--- config.mk ---
export PLATFORM = sky130hd
export DESIGN_NAME = decode_buffer
export DESIGN_NICKNAME = d
export VERILOG_FILES = /design/src/rtl/common_pkg.sv /design/src/rtl/pipes_pkg.sv /design/src/rtl/decode_core.sv /design/src/rtl/decode_buffer.sv
export SDC_FILE = /design/constraint.sdc
export NUM_CORES = 1
export LEC_CHECK = 0
export CAP_MARGIN = 40
export CORE_ASPECT_RATIO = 0.5
export CORE_UTILIZATION = 50
export DETAILED_ROUTE_END_ITERATION = 16
export PLACE_DENSITY = 0.7
export SETUP_SLACK_MARGIN = 0.3
export SLEW_MARGIN = 0
export SYNTH_ARGS = -nofsm -noshare
export SYNTH_HDL_FRONTEND = slang
export SYNTH_HIERARCHICAL = 1
export SYNTH_SLANG_ARGS = --single-unit
--- constraint.sdc ---
create_clock -name clk -period 7.1 [get_ports clk]
set_clock_uncertainty 0.1 [all_clocks]
set_input_delay 1.775 -clock clk [delete_from_list [all_inputs] [get_ports clk]]
set_output_delay 1.775 -clock clk [all_outputs]
set_load 0.01 [all_outputs]
--- src/rtl/common_pkg.sv ---
// Shared scalar typedefs used across the pipeline packages.
package common;

    typedef logic [31:0] u32;
    typedef logic [63:0] u64;

endpackage

--- src/rtl/pipes_pkg.sv ---
// Decode-stage vocabulary: op/alufunc encodings, control bundle, opcode and funct constants.
package pipes;

    import common::*;

    typedef enum logic [3:0] {
        UNKNOWN = 4'd0,
        ALUI,
        ALU,
        ALUIW,
        ALUW,
        LUI,
        AUIPC,
        JAL,
        JALR,
        BRANCH,
        LD,
        SD,
        CSR,
        CSRI
    } op_t;

    typedef enum logic [4:0] {
        NOTALU = 5'd0,
        ALU_ADD,
        ALU_SUB,
        ALU_SLL,
        ALU_SLT,
        ALU_SLTU,
        ALU_XOR,
        ALU_SRL,
        ALU_SRA,
        ALU_OR,
        ALU_AND,
        ALU_MULT,
        ALU_MULH,
        ALU_MULHSU,
        ALU_MULHU,
        ALU_DIV,
        ALU_DIVU,
        ALU_REM,
        ALU_REMU
    } alufunc_t;

    typedef struct packed {
        op_t      op;
        alufunc_t alufunc;
        logic     regwrite;
    } contral_t;

    localparam contral_t CTL_NONE = '{op: UNKNOWN, alufunc: NOTALU, regwrite: 1'b0};

    // One buffered, already-decoded instruction.
    typedef struct packed {
        contral_t ctl;
        logic     illegal;
        u32       instr;
        u64       pc;
    } entry_t;

    localparam logic [6:0] OPC_ALUI   = 7'b0010011;
    localparam logic [6:0] OPC_ALU    = 7'b0110011;
    localparam logic [6:0] OPC_ALUIW  = 7'b0011011;
    localparam logic [6:0] OPC_ALUW   = 7'b0111011;
    localparam logic [6:0] OPC_LUI    = 7'b0110111;
    localparam logic [6:0] OPC_AUIPC  = 7'b0010111;
    localparam logic [6:0] OPC_JAL    = 7'b1101111;
    localparam logic [6:0] OPC_JALR   = 7'b1100111;
    localparam logic [6:0] OPC_BRANCH = 7'b1100011;
    localparam logic [6:0] OPC_LOAD   = 7'b0000011;
    localparam logic [6:0] OPC_STORE  = 7'b0100011;
    localparam logic [6:0] OPC_SYSTEM = 7'b1110011;

    localparam int unsigned F7_FIRST = 25;

    localparam logic [6:0] F7_BASE   = 7'b0000000;
    localparam logic [6:0] F7_ALT    = 7'b0100000;
    localparam logic [6:0] F7_MULDIV = 7'b0000001;

    localparam logic [2:0] F3_ADD  = 3'b000;
    localparam logic [2:0] F3_SLL  = 3'b001;
    localparam logic [2:0] F3_SLT  = 3'b010;
    localparam logic [2:0] F3_SLTU = 3'b011;
    localparam logic [2:0] F3_XOR  = 3'b100;
    localparam logic [2:0] F3_SR   = 3'b101;
    localparam logic [2:0] F3_OR   = 3'b110;
    localparam logic [2:0] F3_AND  = 3'b111;

    localparam logic [2:0] F3_BEQ  = 3'b000;
    localparam logic [2:0] F3_BNE  = 3'b001;
    localparam logic [2:0] F3_BLT  = 3'b100;
    localparam logic [2:0] F3_BGE  = 3'b101;
    localparam logic [2:0] F3_BLTU = 3'b110;
    localparam logic [2:0] F3_BGEU = 3'b111;

    localparam logic [2:0] F3_MUL    = 3'b000;
    localparam logic [2:0] F3_MULH   = 3'b001;
    localparam logic [2:0] F3_MULHSU = 3'b010;
    localparam logic [2:0] F3_MULHU  = 3'b011;
    localparam logic [2:0] F3_DIV    = 3'b100;
    localparam logic [2:0] F3_DIVU   = 3'b101;
    localparam logic [2:0] F3_REM    = 3'b110;
    localparam logic [2:0] F3_REMU   = 3'b111;

    // Integer ALU function from funct3; alt selects arithmetic right shift.
    function automatic alufunc_t alu_func(input logic [2:0] f3, input logic alt);
        alufunc_t f;
        f = NOTALU;
        case (f3)
            F3_ADD:  f = ALU_ADD;
            F3_SLL:  f = ALU_SLL;
            F3_SLT:  f = ALU_SLT;
            F3_SLTU: f = ALU_SLTU;
            F3_XOR:  f = ALU_XOR;
            F3_SR:   f = alt ? ALU_SRA : ALU_SRL;
            F3_OR:   f = ALU_OR;
            F3_AND:  f = ALU_AND;
            default: f = NOTALU;
        endcase
        return f;
    endfunction

    function automatic alufunc_t muldiv_func(input logic [2:0] f3);
        alufunc_t f;
        f = NOTALU;
        case (f3)
            F3_MUL:    f = ALU_MULT;
            F3_MULH:   f = ALU_MULH;
            F3_MULHSU: f = ALU_MULHSU;
            F3_MULHU:  f = ALU_MULHU;
            F3_DIV:    f = ALU_DIV;
            F3_DIVU:   f = ALU_DIVU;
            F3_REM:    f = ALU_REM;
            F3_REMU:   f = ALU_REMU;
            default:   f = NOTALU;
        endcase
        return f;
    endfunction

endpackage

--- src/rtl/decode_core.sv ---
// Pure combinational RV64I/Zicsr/RV64M decoder producing the control bundle and an illegal flag.
module decode_core
    import pipes::*;
#(
    parameter bit MULDIV_EN = 1'b1
) (
    input  logic [31:0] instr,
    output contral_t    ctl,
    output logic        illegal
);

    logic [6:0] opcode;
    logic [6:0] f7;
    logic [2:0] f3;
    logic [4:0] rd;
    op_t        op;
    alufunc_t   func;
    logic       bad;
    logic       writes_rd;
    logic       unused_fields;

    assign opcode        = instr[6:0];
    assign rd            = instr[11:7];
    assign f3            = instr[14:12];
    assign f7            = instr[31:F7_FIRST];
    assign unused_fields = ^instr[24:15];

    always_comb begin
        op   = UNKNOWN;
        func = NOTALU;
        bad  = 1'b0;
        case (opcode)
            OPC_ALUI: begin
                op   = ALUI;
                func = alu_func(f3, instr[30]);
            end
            OPC_ALUIW: begin
                op   = ALUIW;
                func = alu_func(f3, instr[30]);
            end
            OPC_ALU, OPC_ALUW: begin
                op = (opcode == OPC_ALU) ? ALU : ALUW;
                if (f7 == F7_BASE) begin
                    func = alu_func(f3, 1'b0);
                end else if (f7 == F7_ALT && f3 == F3_ADD) begin
                    func = ALU_SUB;
                end else if (f7 == F7_ALT && f3 == F3_SR) begin
                    func = ALU_SRA;
                end else if (f7 == F7_MULDIV && MULDIV_EN) begin
                    func = muldiv_func(f3);
                end else begin
                    bad = 1'b1;
                end
            end
            OPC_LUI: begin
                op   = LUI;
                func = ALU_ADD;
            end
            OPC_AUIPC: begin
                op   = AUIPC;
                func = ALU_ADD;
            end
            OPC_JAL: begin
                op   = JAL;
                func = ALU_ADD;
            end
            OPC_JALR: begin
                op   = JALR;
                func = ALU_ADD;
            end
            OPC_LOAD: begin
                op   = LD;
                func = ALU_ADD;
            end
            OPC_STORE: begin
                op   = SD;
                func = ALU_ADD;
            end
            // Branch compare: equality via subtract, ordering via set-less-than.
            OPC_BRANCH: begin
                op = BRANCH;
                case (f3)
                    F3_BEQ, F3_BNE:   func = ALU_SUB;
                    F3_BLT, F3_BGE:   func = ALU_SLT;
                    F3_BLTU, F3_BGEU: func = ALU_SLTU;
                    default:          bad  = 1'b1;
                endcase
            end
            // Only CSR accesses are accepted; ecall/ebreak/etc. (f3 000) and f3 100 are illegal.
            OPC_SYSTEM: begin
                op  = f3[2] ? CSRI : CSR;
                bad = (f3[1:0] == 2'b00);
            end
            default: bad = 1'b1;
        endcase
    end

    always_comb begin
        writes_rd = !(op == BRANCH || op == SD);
        ctl       = CTL_NONE;
        illegal   = bad;
        if (!bad) begin
            ctl.op       = op;
            ctl.alufunc  = func;
            ctl.regwrite = writes_rd && (rd != 5'd0);
        end
    end

endmodule

--- src/rtl/decode_buffer.sv ---
// Decode-at-push FIFO between fetch and execute; head entry is held in registers.
// DEPTH must be a power of two, at least 2.
module decode_buffer
    import pipes::*;
#(
    parameter int unsigned DEPTH     = 4,
    parameter bit          MULDIV_EN = 1'b1
) (
    input  logic                   clk,
    input  logic                   reset,
    input  logic                   flush,
    input  logic                   in_valid,
    output logic                   in_ready,
    input  logic [31:0]            in_instr,
    input  logic [63:0]            in_pc,
    output logic                   out_valid,
    input  logic                   out_ready,
    output contral_t               out_ctl,
    output logic [31:0]            out_instr,
    output logic [63:0]            out_pc,
    output logic                   out_illegal,
    output logic [$clog2(DEPTH):0] count
);

    localparam int unsigned PW = $clog2(DEPTH);
    localparam int unsigned CW = PW + 1;

    contral_t dec_ctl;
    logic     dec_illegal;
    entry_t   new_entry;
    logic     push;
    logic     pop;

    entry_t        mem_q [DEPTH];
    logic [PW-1:0] wr_ptr_q, wr_ptr_d;
    logic [PW-1:0] rd_ptr_q, rd_ptr_d;
    logic [CW-1:0] count_q, count_d;
    logic          in_ready_q, in_ready_d;
    logic          out_valid_q, out_valid_d;
    entry_t        head_q, head_d;

    decode_core #(
        .MULDIV_EN (MULDIV_EN)
    ) u_decode_core (
        .instr   (in_instr),
        .ctl     (dec_ctl),
        .illegal (dec_illegal)
    );

    assign new_entry = '{ctl: dec_ctl, illegal: dec_illegal, instr: in_instr, pc: in_pc};
    assign push      = in_valid && in_ready_q;
    assign pop       = out_valid_q && out_ready;

    // Next-state: pointers, occupancy and the registered head copy.
    always_comb begin
        wr_ptr_d    = wr_ptr_q;
        rd_ptr_d    = rd_ptr_q;
        count_d     = count_q;
        out_valid_d = out_valid_q;
        head_d      = head_q;
        if (flush) begin
            wr_ptr_d    = '0;
            rd_ptr_d    = '0;
            count_d     = '0;
            out_valid_d = 1'b0;
        end else begin
            if (push) begin
                wr_ptr_d = wr_ptr_q + PW'(1);
            end
            if (pop) begin
                rd_ptr_d = rd_ptr_q + PW'(1);
            end
            if (push && !pop) begin
                count_d = count_q + CW'(1);
            end else if (pop && !push) begin
                count_d = count_q - CW'(1);
            end
            out_valid_d = (count_d != '0);
            // The incoming entry becomes the head only when nothing older remains.
            if (count_d != '0) begin
                head_d = (push && wr_ptr_q == rd_ptr_d) ? new_entry : mem_q[rd_ptr_d];
            end
        end
        in_ready_d = (count_d < CW'(DEPTH));
    end

    always_ff @(posedge clk) begin
        if (push && !flush) begin
            mem_q[wr_ptr_q] <= new_entry;
        end
    end

    always_ff @(posedge clk or posedge reset) begin
        if (reset) begin
            wr_ptr_q    <= '0;
            rd_ptr_q    <= '0;
            count_q     <= '0;
            in_ready_q  <= 1'b1;
            out_valid_q <= 1'b0;
            head_q      <= '{ctl: CTL_NONE, illegal: 1'b0, instr: '0, pc: '0};
        end else begin
            wr_ptr_q    <= wr_ptr_d;
            rd_ptr_q    <= rd_ptr_d;
            count_q     <= count_d;
            in_ready_q  <= in_ready_d;
            out_valid_q <= out_valid_d;
            head_q      <= head_d;
        end
    end

    assign in_ready    = in_ready_q;
    assign out_valid   = out_valid_q;
    assign out_ctl     = head_q.ctl;
    assign out_instr   = head_q.instr;
    assign out_pc      = head_q.pc;
    assign out_illegal = head_q.illegal;
    assign count       = count_q;

endmodule

==> flow_summary.toml <==
[routing]
drc = 0
wl_per_cell_um = 24.5
drt_iter0_drc = 1489
viasPerCell = 6.23
ant_nets = 0
drt_first_pass_iters = 5
wl_um = 69400
via_count = 17650

[worst_setup_path]
cp_data_required_time_ns = 7.45
r2r_start = "rd_ptr_q[1]$_DFF_PP0_"
critPathKind = "input port to register"
worstPathArrival_ns = 5.12
cp-startpoint = "out_ready"
crit_path_end_kind = "register"
critPathLaunchType = "input port"
reg2reg_depth = 6
r2r_slack_ns = 3.58
r2r_end = "out_pc[51]$_DFFE_PP0P_"
path_max_fanout = 66

[power_and_ir_drop]
power_density_nw_per_um2 = 338
clkPwrFrac = 0.261
combPwrFrac = 0.346
p_leak_uw = 0.0111
power_frac_seq = 0.393
ir_drop_mv = 0.283
internal_power_uw = 7380
switching_power_uw = 3350
power.share.switching = 0.312

[yosys]
synth_cell_types = 68
ys_ff_latch = 544
yosys_warnings = 6
syn_area_sq_um = 27100
synth_fp_nets = 2068
avgSynthCellArea_sq_um = 13.9
async_flop_share = 0.213
synthesis.instances = 1954
synth_fa_ha_area_frac = 0.00641
synth_compound_area_frac = 0.128
synthFlopType = "edfxtp_1"
synth_top_family_by_area = "multiplexers"
yosys.area_share.simple = 0.0177
seq_area_frac_synth = 0.580
muxShareOfSynthArea = 0.218
synth_xor_area_frac = 0.00258
synth_edf_count = 428

[floorplanning]
die_w_um = 332
core_area_sq_um = 52800
dieArea_sq_um = 55300
die_y_um = 167
initial_core_util = 0.514
rows = 59
io_pins = 213

[grt]
grt_pass1_wl_um = 107000
grt_overflow = 0
grt.total_usage = 0.247
antenna_found_initial = 2
grt_max_degree = 181
grt_pass1_vias = 18327

[worst_hold_path]
hold_end = "out_pc[35]$_DFFE_PP0P_"
min_path_cells = 2
holdCritStartpoint = "out_pc[35]$_DFFE_PP0P_"
min_path_type = "register to register"

[sta]
worst_slack_ns = 2.33
final_max_slew_viol_count = 0
rsz0062_at_grt = "false"
fmax_mhz = 210
slew_headroom = 0.280
fin_crit_sh = 0.672
finalSetupTns_ns = 0
setup_viol = 0
fin_crit_ns = 4.77
hold_violations = 0
tightest_slew_ns = 1.08

[run_status]
status = "completed"

[place]
place_congestion = 0.787
dp_cells = 2736
portBuffers = 212
placed_area_sq_um = 30000
dpl_worst_slack_ns = 1.79
hpwl_um = 38300

[finish]
stdcell_area_sq_um = 31700
layout.nets = 2201
layout_common_cells = "mux2_2, edfxtp_1, o22ai_1"
fill_cells = 4001
instances_no_fill = 2832
seqCellArea_sq_um = 15800
area_growth_syn_to_layout_pct = 16.7
final_common_cell = "mux2_2"
drive_gt1_frac = 0.267
multiInputGateArea_sq_um = 10200

[clocking]
post_cts_resize_count = 0
clock_latency_ns = 0.59
holdBufCountCts = 0
clockBufferDepth = 3
cts_tree = "built"
clk_pin_slew_ns = 0.07
cts.sinks = 544
cts_setup_buffers = 0
cts_buffers = 50
cts_root_buffer = "clkbuf_16"
cts_max_level = 2

[run]
max_cap_violations = 0
## final cells by class
cell class	count	area share
Sequential cell	544	0.497
Clock inverter	20	0.00699
Timing Repair Buffer	247	0.0841
Tap cell	701	0.0277
Antenna cell	2	0.000158
Inverter	122	0.0146
Multi-Input combinational cell	1122	0.323
Clock buffer	74	0.0462
## power by group through the flow
stage	logic, uW	registers [uW]	clock network [uW]
4_1_cts	3730	4220	2830
3_3_place_gp	3590	4280	0
3_5_place_dp	3710	4280	0
5_1_grt	3960	4260	2970
2_1_floorplan	2180	4340	0
6_report	3710	4210	2790
## how the worst max path moves through the flow
stage,endpoint,cells past startpoint
after floorplan,mem_q[0][0]$_DFFE_PP_,3
after global placement,out_pc[3]$_DFFE_PP0P_,7
after detailed placement,out_pc[51]$_DFFE_PP0P_,8
after CTS,out_pc[51]$_DFFE_PP0P_,8
after global routing,out_pc[51]$_DFFE_PP0P_,8
final,out_pc[51]$_DFFE_PP0P_,8
## cell usage after synthesis (all sizes together), types with 2 or more instances
cell | count | area [sq um]
nor2 | 13 | 51.3
nor3 | 11 | 55.1
ha | 13 | 163
mux2 | 429 | 4830
a21oi | 6 | 33.8
buf | 83 | 488
nand3b | 3 | 22.5
nand2 | 16 | 60.1
or3 | 3 | 18.8
o21a | 3 | 22.5
mux2i | 109 | 1090
xor2 | 4 | 35.0
or2 | 5 | 31.3
edfxtp | 428 | 12900
o31a | 107 | 937
a2111oi | 2 | 30.0
o22ai | 214 | 1340
inv | 122 | 458
or3b | 3 | 28.8
dfrtp | 115 | 2880
nor4 | 4 | 40.0
clkbuf | 83 | 313
a211oi | 3 | 47.6
and2 | 7 | 43.8
o21ai | 11 | 55.1
nand3 | 3 | 15.0
a21bo | 2 | 20.0
a21boi | 2 | 15.0
xnor2 | 4 | 35.0
nor2b | 3 | 18.8
nand2b | 5 | 31.3
a31oi | 5 | 31.3
o211ai | 109 | 818
## state kept, by name, indices dropped and copies added, names as in the netlist
register / count
out_ctl: 10
wr_ptr_q: 2
count: 3
mem_q: 428
out_illegal: 1
in_ready: 1
rd_ptr_q: 2
out_valid: 1
out_instr: 32
out_pc: 64
## through the flow
stage	power [uW]	hold slack [ns]	util
floorplan	6520	0.431	-
global placement	7870	0.405	0.563
detailed placement	7990	0.409	0.568
CTS	10800	0.420	0.600
global route	11200	0.433	0.600
finish	10700	0.417	0.600
## kinds of logic (layout without fill, tap and decap cells)
family,after synthesis,count (layout)
xor+xnor,8,8
flops,544,544
buf+inv,288,463
compound gates,479,479
mux,538,538
simple gates,83,83
fa+ha+maj,14,14
other cells,0,2
## routing by layer
layer | GRT usage | wire [um] | vias up
met5 | 0 | 0 | -
met4 | 0.0613 | 1170 | 0
met3 | 0.0289 | 3550 | 85
met2 | 0.421 | 34500 | 521
met1 | 0.338 | 30200 | 9111
li1 | - | - | 7933
## worst max-delay path: stages
cell             delay, ns
clkdlybuf4s50_1       0.55
nand2_4               0.47
buf_4                 0.58
buf_4                 0.75
mux2_2                0.41
o22ai_1               0.17
o31a_1                0.21
mux2i_1               0.08
Note: power is estimated with default switching activity, not from simulation.
